**src/rtl/uart_rx_core.sv**
```systemverilog
// Fixed-baud UART receiver (8N1 by default) with a one-deep valid/ready output register.
// Define UART_RX_MAJORITY_EN to take each bit as a 2-of-3 vote around the nominal sample point.
`timescale 1ns/1ps
module uart_rx_core #(
    parameter int CLK_RATE   = 12_000_000,
    parameter int BAUD       = 9600,
    parameter int DATA_WIDTH = 8,
    parameter int STOP_BITS  = 1
) (
    input  logic                  clk,
    input  logic                  rst,
    input  logic                  uart_rx_pin,
    output logic [DATA_WIDTH-1:0] m_data,
    output logic                  m_valid,
    input  logic                  m_ready,
    output logic                  framing_err,
    output logic                  overrun_err,
    output logic                  busy
);
    localparam int CLKS_PER_BAUD = CLK_RATE / BAUD;
    localparam int TW            = $clog2(CLKS_PER_BAUD + 1);

    localparam logic [TW-1:0] FULL_LOAD = TW'(CLKS_PER_BAUD);
`ifdef UART_RX_MAJORITY_EN
    // The vote needs the sample after the nominal instant, so every decision lands one clock later.
    localparam logic [TW-1:0] HALF_LOAD = TW'(CLKS_PER_BAUD / 2 + 1);
`else
    localparam logic [TW-1:0] HALF_LOAD = TW'(CLKS_PER_BAUD / 2);
`endif
    localparam logic [3:0] LAST_DATA = 4'(DATA_WIDTH - 1);
    localparam logic [3:0] LAST_STOP = 4'(STOP_BITS - 1);

    typedef enum logic [2:0] {ARM, IDLE, START, DATA, STOP} state_t;

    state_t                state, next_state;
    logic [TW-1:0]         timer, timer_val;
    logic [3:0]            bit_cnt;
    logic [DATA_WIDTH-1:0] shift;
    logic                  rx_meta, rx_s, sample_bit, tick;
    logic [1:0]            sync_fill;
    logic                  timer_load, cnt_clr, cnt_inc, shift_en, deliver, frame_bad;

    // sync_fill marks when rx_s reflects the real pin rather than its reset value,
    // so ARM cannot mistake a line held low across reset for an idle line.
    // NOTE: sequential state uses non-blocking assignments so every flop samples pre-edge values.
    always_ff @(posedge clk or posedge rst) begin
        if (rst) begin
            rx_meta   <= 1'b1;
            rx_s      <= 1'b1;
            sync_fill <= 2'b00;
        end else begin
            rx_meta   <= uart_rx_pin;
            rx_s      <= rx_meta;
            sync_fill <= {sync_fill[0], 1'b1};
        end
    end

`ifdef UART_RX_MAJORITY_EN
    logic rx_h1, rx_h2;

    always_ff @(posedge clk or posedge rst) begin
        if (rst) begin
            rx_h1 <= 1'b1;
            rx_h2 <= 1'b1;
        end else begin
            rx_h1 <= rx_s;
            rx_h2 <= rx_h1;
        end
    end

    assign sample_bit = (rx_s & rx_h1) | (rx_s & rx_h2) | (rx_h1 & rx_h2);
`else
    assign sample_bit = rx_s;
`endif

    assign tick = (timer == TW'(1));
    assign busy = (state != ARM) && (state != IDLE);

    always_ff @(posedge clk or posedge rst) begin
        if (rst) begin
            state   <= ARM;
            timer   <= '0;
            bit_cnt <= '0;
            shift   <= '0;
        end else begin
            state <= next_state;
            if (timer_load)
                timer <= timer_val;
            else if (timer != '0)
                timer <= timer - TW'(1);
            if (cnt_clr)
                bit_cnt <= '0;
            else if (cnt_inc)
                bit_cnt <= bit_cnt + 4'd1;
            if (shift_en)
                shift <= {sample_bit, shift[DATA_WIDTH-1:1]};
        end
    end

    // NOTE: every signal driven here gets a default first, so no path can infer a latch.
    always_comb begin
        next_state = state;
        timer_load = 1'b0;
        timer_val  = FULL_LOAD;
        cnt_clr    = 1'b0;
        cnt_inc    = 1'b0;
        shift_en   = 1'b0;
        deliver    = 1'b0;
        frame_bad  = 1'b0;
        case (state)
            ARM: begin
                if (sync_fill[1] && rx_s)
                    next_state = IDLE;
            end
            IDLE: begin
                if (!rx_s) begin
                    next_state = START;
                    timer_load = 1'b1;
                    timer_val  = HALF_LOAD;
                end
            end
            START: begin
                if (tick) begin
                    if (!sample_bit) begin
                        next_state = DATA;
                        timer_load = 1'b1;
                        cnt_clr    = 1'b1;
                    end else begin
                        next_state = IDLE;
                    end
                end
            end
            DATA: begin
                if (tick) begin
                    shift_en   = 1'b1;
                    timer_load = 1'b1;
                    if (bit_cnt == LAST_DATA) begin
                        next_state = STOP;
                        cnt_clr    = 1'b1;
                    end else begin
                        cnt_inc = 1'b1;
                    end
                end
            end
            STOP: begin
                if (tick) begin
                    if (!sample_bit) begin
                        frame_bad  = 1'b1;
                        next_state = ARM;
                    end else if (bit_cnt == LAST_STOP) begin
                        deliver    = 1'b1;
                        next_state = IDLE;
                    end else begin
                        cnt_inc    = 1'b1;
                        timer_load = 1'b1;
                    end
                end
            end
            default: next_state = ARM;
        endcase
    end

    // A full register that is not being drained keeps its word; the new one is dropped.
    always_ff @(posedge clk or posedge rst) begin
        if (rst) begin
            m_data      <= '0;
            m_valid     <= 1'b0;
            framing_err <= 1'b0;
            overrun_err <= 1'b0;
        end else begin
            framing_err <= frame_bad;
            overrun_err <= deliver && m_valid && !m_ready;
            if (deliver && (!m_valid || m_ready)) begin
                m_data  <= shift;
                m_valid <= 1'b1;
            end else if (m_valid && m_ready) begin
                m_valid <= 1'b0;
            end
        end
    end
endmodule

```
**config.mk**
```make
export PLATFORM = sky130hd
export DESIGN_NAME = uart_rx_core
export DESIGN_NICKNAME = d
export VERILOG_FILES = /design/src/rtl/uart_rx_core.sv
export SDC_FILE = /design/constraint.sdc
export NUM_CORES = 1
export LEC_CHECK = 0
export CORE_ASPECT_RATIO = 2
export CORE_MARGIN = 1.5
export CORE_UTILIZATION = 54
export CTS_BUF_LIST = sky130_fd_sc_hd__clkbuf_4
export DETAILED_ROUTE_END_ITERATION = 6
export PLACE_DENSITY = 0.78
export SLEW_MARGIN = 20
export SYNTH_ARGS = -nofsm -noshare
export SYNTH_HDL_FRONTEND = slang
export SYNTH_SLANG_ARGS = --single-unit
```
**constraint.sdc**
```tcl
create_clock -name clk -period 2.05 [get_ports clk]
set_input_delay 0.205 -clock clk [delete_from_list [all_inputs] [get_ports clk]]
set_output_delay 0.205 -clock clk [all_outputs]
set_load 0.1 [all_outputs]
```
==> results.md <==
Run status:
- The run finished with clean final reports.

CTS:
- The worst-case clock buffer depth is 2.
- The clock latency on the worst-skew pair is 0.35 ns.
- The H-tree generated during clock tree synthesis spans 2 levels.
- After clock tree synthesis, the clock-pin slew on the worst setup and hold paths is 0.12 ns.
- The number of buffers inserted during clock tree synthesis is 5.
- The count of clock tree sinks is 41.
- Clock tree synthesis selected as its root buffer the cell clkbuf_4.
- TritonCTS built the clock tree.

Power:
- The reported leakage power is 0.00116 uW.
- Dividing total power by cell area gives a power density of 938 mW/mm^2.
- IR analysis of the VDD net gives a maximum drop of 0.000838 V.

Logic synthesis:
- In the post-synthesis netlist, the biggest area contributors are dfrtp_1, mux2_4, mux2_1, ha_1, dfstp_2.
- By instance count, the leading cell after synthesis is dfrtp_1.
- The count of mapped cells out of synthesis is 178.
- Yosys printed 0 warnings.
- In the synthesized netlist, the cells that appear most often are dfrtp_1, inv_1.
- The number of unique standard cell types used by synthesis is 51.
- The synthesized area per cell is 11.8 um^2.
- The sequential-to-total area share from yosys stat is 49.1%.
- The summed instance area of the synthesized netlist is 0.00210 mm^2.
- Yosys mapped a number of flops with a built-in enable equal to 0.
- For this run, the leading register cell type out of synthesis is dfrtp_1.
- The post-synth net total is 187.
- Of all flip-flops after synthesis, the portion carrying an async set or reset was 100%.
- Of all cell types, the one taking the most synthesized area is dfrtp_1.
- The number of storage elements in the synthesis netlist is 41.
- The top cell type by area accounts for 46.6% of the synthesized area.

Floorplanning:
- Pin placement for this block handled 16 I/O pins.
- From bottom edge to top edge, the die measures 91.1 um.
- The floorplan has 31 rows.
- The die covers 0.00429 mm^2.
- The chip width is 47.1 um.
- The initial standard-cell utilization of the core is 56.9%.
- The core region is 0.00368 mm^2.

Setup path:
- The largest driver fanout on the critical path is 7.
- The critical path in this run is classified as register to register.
- At the worst endpoint, the required time is 2.30 ns.
- The signal arrival time at the worst endpoint is 2.24 ns.
- STA classifies the critical path endpoint as a register.
- Walking the worst path, the cells encountered are inv_1, ha_1, or3b_4, a32o_2, a211o_1, a22o_1.
- The critical path launch point type is a register.
- The largest single stage delay on the critical path is 0.43 ns.
- The highest-delay cell along the critical path is dfrtp_1.

STA:
- The final critical path takes up 96.9% of the cycle.
- Hold is met by 0.246 ns.
- The number of endpoints failing setup at the final stage is 0.
- Measured against its own limit, the worst slew margin works out to 65.9%.
- Summed over all failing endpoints, the final setup total negative slack is 0 ns.
- Based on the critical path, the design can be clocked at up to 0.503 GHz.
- The worst path meets setup with 0.0637 ns of slack.
- The transition time at the pin with the least slew margin is 0.511 ns.
- The final hold violation count is 0.
- The minimum period implied by the final worst setup slack is 1.99 ns.
- The count of final max-slew check failures was 0.
- On the final layout, the worst clock skew is 0.00810 ns.

Layout:
- The proportion of layout cells with a drive suffix above 1 is 27.0%.
- The area growth from synthesis to layout is 14.9%.
- The repair_antennas step left the layout with diodes totalling 0.
- The share of the core filled with cells in the final layout is 65.3%.
- The post-layout net count is 219.
- The fill cell total of the finished layout is 311.

Routing:
- The count of nets left with antenna violations after detail routing is 0.
- The total detailed-routing wirelength is 4380 um.
- The first detailed-routing pass took 4 iterations.
- After detailed routing, the average wire length per cell comes to 16.8 um.
- The number of DRC markers in iteration 0 is 41.
- In the routed layout, each cell is associated on average with a via count of 5.84.
- Summing over every cut layer, the via total after detailed routing is 1,518.
- For this run, design rule violations remaining after detail routing come to 0.

Placement:
- Routability-driven placement finished with a final weighted congestion of 0.865.
- Detailed placement ended at an HPWL of 3250 um.
- OpenSTA, run right after detailed placement, puts the worst setup slack at 0.0340 ns.
- The count of buffers added on input and output ports is 15.

GRT:
- The initial antenna violation count is 0.
- The global-route usage over all layers is 23.1%.
- The total global routing overflow is 0.
- The number of global-route vias before repair came to 1,623.
- Entering global routing, the biggest net connects 42 pins.
- The first global-routing pass estimated 7220 um of wire.

Run:
- The tool flagged a number of max-cap violations equal to 0.

Min path:
- The class of the tightest hold or removal check is primary input to register.
## placed cells by master (no fill, tap or decap), types with 2 or more instances in the layout
master,count
xnor2_1,5
a41oi_1,2
ha_1,5
or4_1,3
o21ai_0,3
a211o_1,2
nand2b_1,4
nand4b_1,2
clkdlybuf4s50_1,3
nand2_1,5
dfstp_2,2
and4_4,2
mux2_4,8
a21oi_1,4
dfrtp_1,39
nor2_1,8
nor3_1,7
clkinv_1,2
nor4_1,2
nand4_2,2
nand3_1,8
inv_1,11
xor2_1,2
nand3b_1,2
clkbuf_4,5
nor4_4,2
o31ai_1,3
mux2i_1,3
mux2_1,8
a31oi_1,2
buf_4,26
and3b_1,2
o21ai_1,6
nor2b_1,2
## path summary, 6_finish.rpt
kind / start / to / slack (ns) / depth (start not counted)
hold reg to reg: rx_meta$_DFF_PP1_ / rx_s$_DFF_PP1_ / 0.37 / 0
setup reg to reg: bit_cnt[0]$_DFFE_PP0P_ / state[0]$_DFFE_PP0P_ / 0.06 / 6
max in group asynchronous: rst / rx_s$_DFF_PP1_ / 1.42 / 3
hold / removal: uart_rx_pin / rx_meta$_DFF_PP1_ / 0.25 / 1
min in group asynchronous: rst / timer[1]$_DFFE_PP0P_ / 0.27 / 3
setup / recovery: bit_cnt[0]$_DFFE_PP0P_ / state[0]$_DFFE_PP0P_ / 0.06 / 6
## state kept, by name (all words and copies together), names as in the netlist
register / flops
timer: 11
rx_meta: 1
rx_s: 1
m_valid: 1
framing_err: 1
m_data: 8
shift: 8
state: 3
sync_fill: 2
bit_cnt: 4
overrun_err: 1
## stage by stage
stage / total power (uW) / area (um^2) / std cells
finish: 2260 / 2410 / 260
global placement: 1820 / 2340 / 251
floorplan: 1620 / 2100 / 178
CTS: 2240 / 2390 / 259
detailed placement: 1860 / 2340 / 251
global route: 2400 / 2410 / 260
## critical path: cells and delay by family, from the launching register on
| kind | cells | cell delay, ns |
|---|---|---|
| flops | 1 | 0.43 |
| simple gates | 1 | 0.40 |
| fa+ha+maj | 1 | 0.17 |
| compound gates | 3 | 0.79 |
| buf+inv | 1 | 0.09 |
## timing repair
| item | CTS | global route |
|---|---|---|
| resized for setup | 0 | 3 |
| hold buffers | 0 | 0 |
| endpoints found under the setup margin | 0 | 2 |
| setup buffers | 0 | 1 |
## power breakdown
part	internal (uW)	switching (uW)
clock	124	259
sequential	940	183
combinational	357	395
## cell families after synthesis
logic type	synth area share, %
buffers and inverters	3.58
DFF	49.1
AOI/OAI and AO/OA	9.73
xor gates and xnor gates	2.93
muxes	11.5
and+or+nand+nor	20.1
adders and majority gates	2.99
other	0.179
## routing by layer
| metal | wire length [um] | global-route usage, % | vias up |
|---|---|---|---|
| li1 | - | - | 713 |
| met1 | 1570 | 23.8 | 747 |
| met2 | 2480 | 39.7 | 40 |
| met3 | 129 | 4.97 | 18 |
| met4 | 206 | 13.0 | 0 |
| met5 | 0 | 0 | - |
## layout make-up
type | count | area [um^2] | share of cell area [%]
clock buffers | 5 | 37.5 | 1.56
flip-flops and latches | 41 | 1030 | 42.7
multi-input cells | 122 | 1000 | 41.6
well taps | 49 | 61.3 | 2.55
inverters | 11 | 41.3 | 1.72
repair buffers | 29 | 225 | 9.36
clock inverters | 3 | 12.5 | 0.520
(Power assumes the default switching activity.)
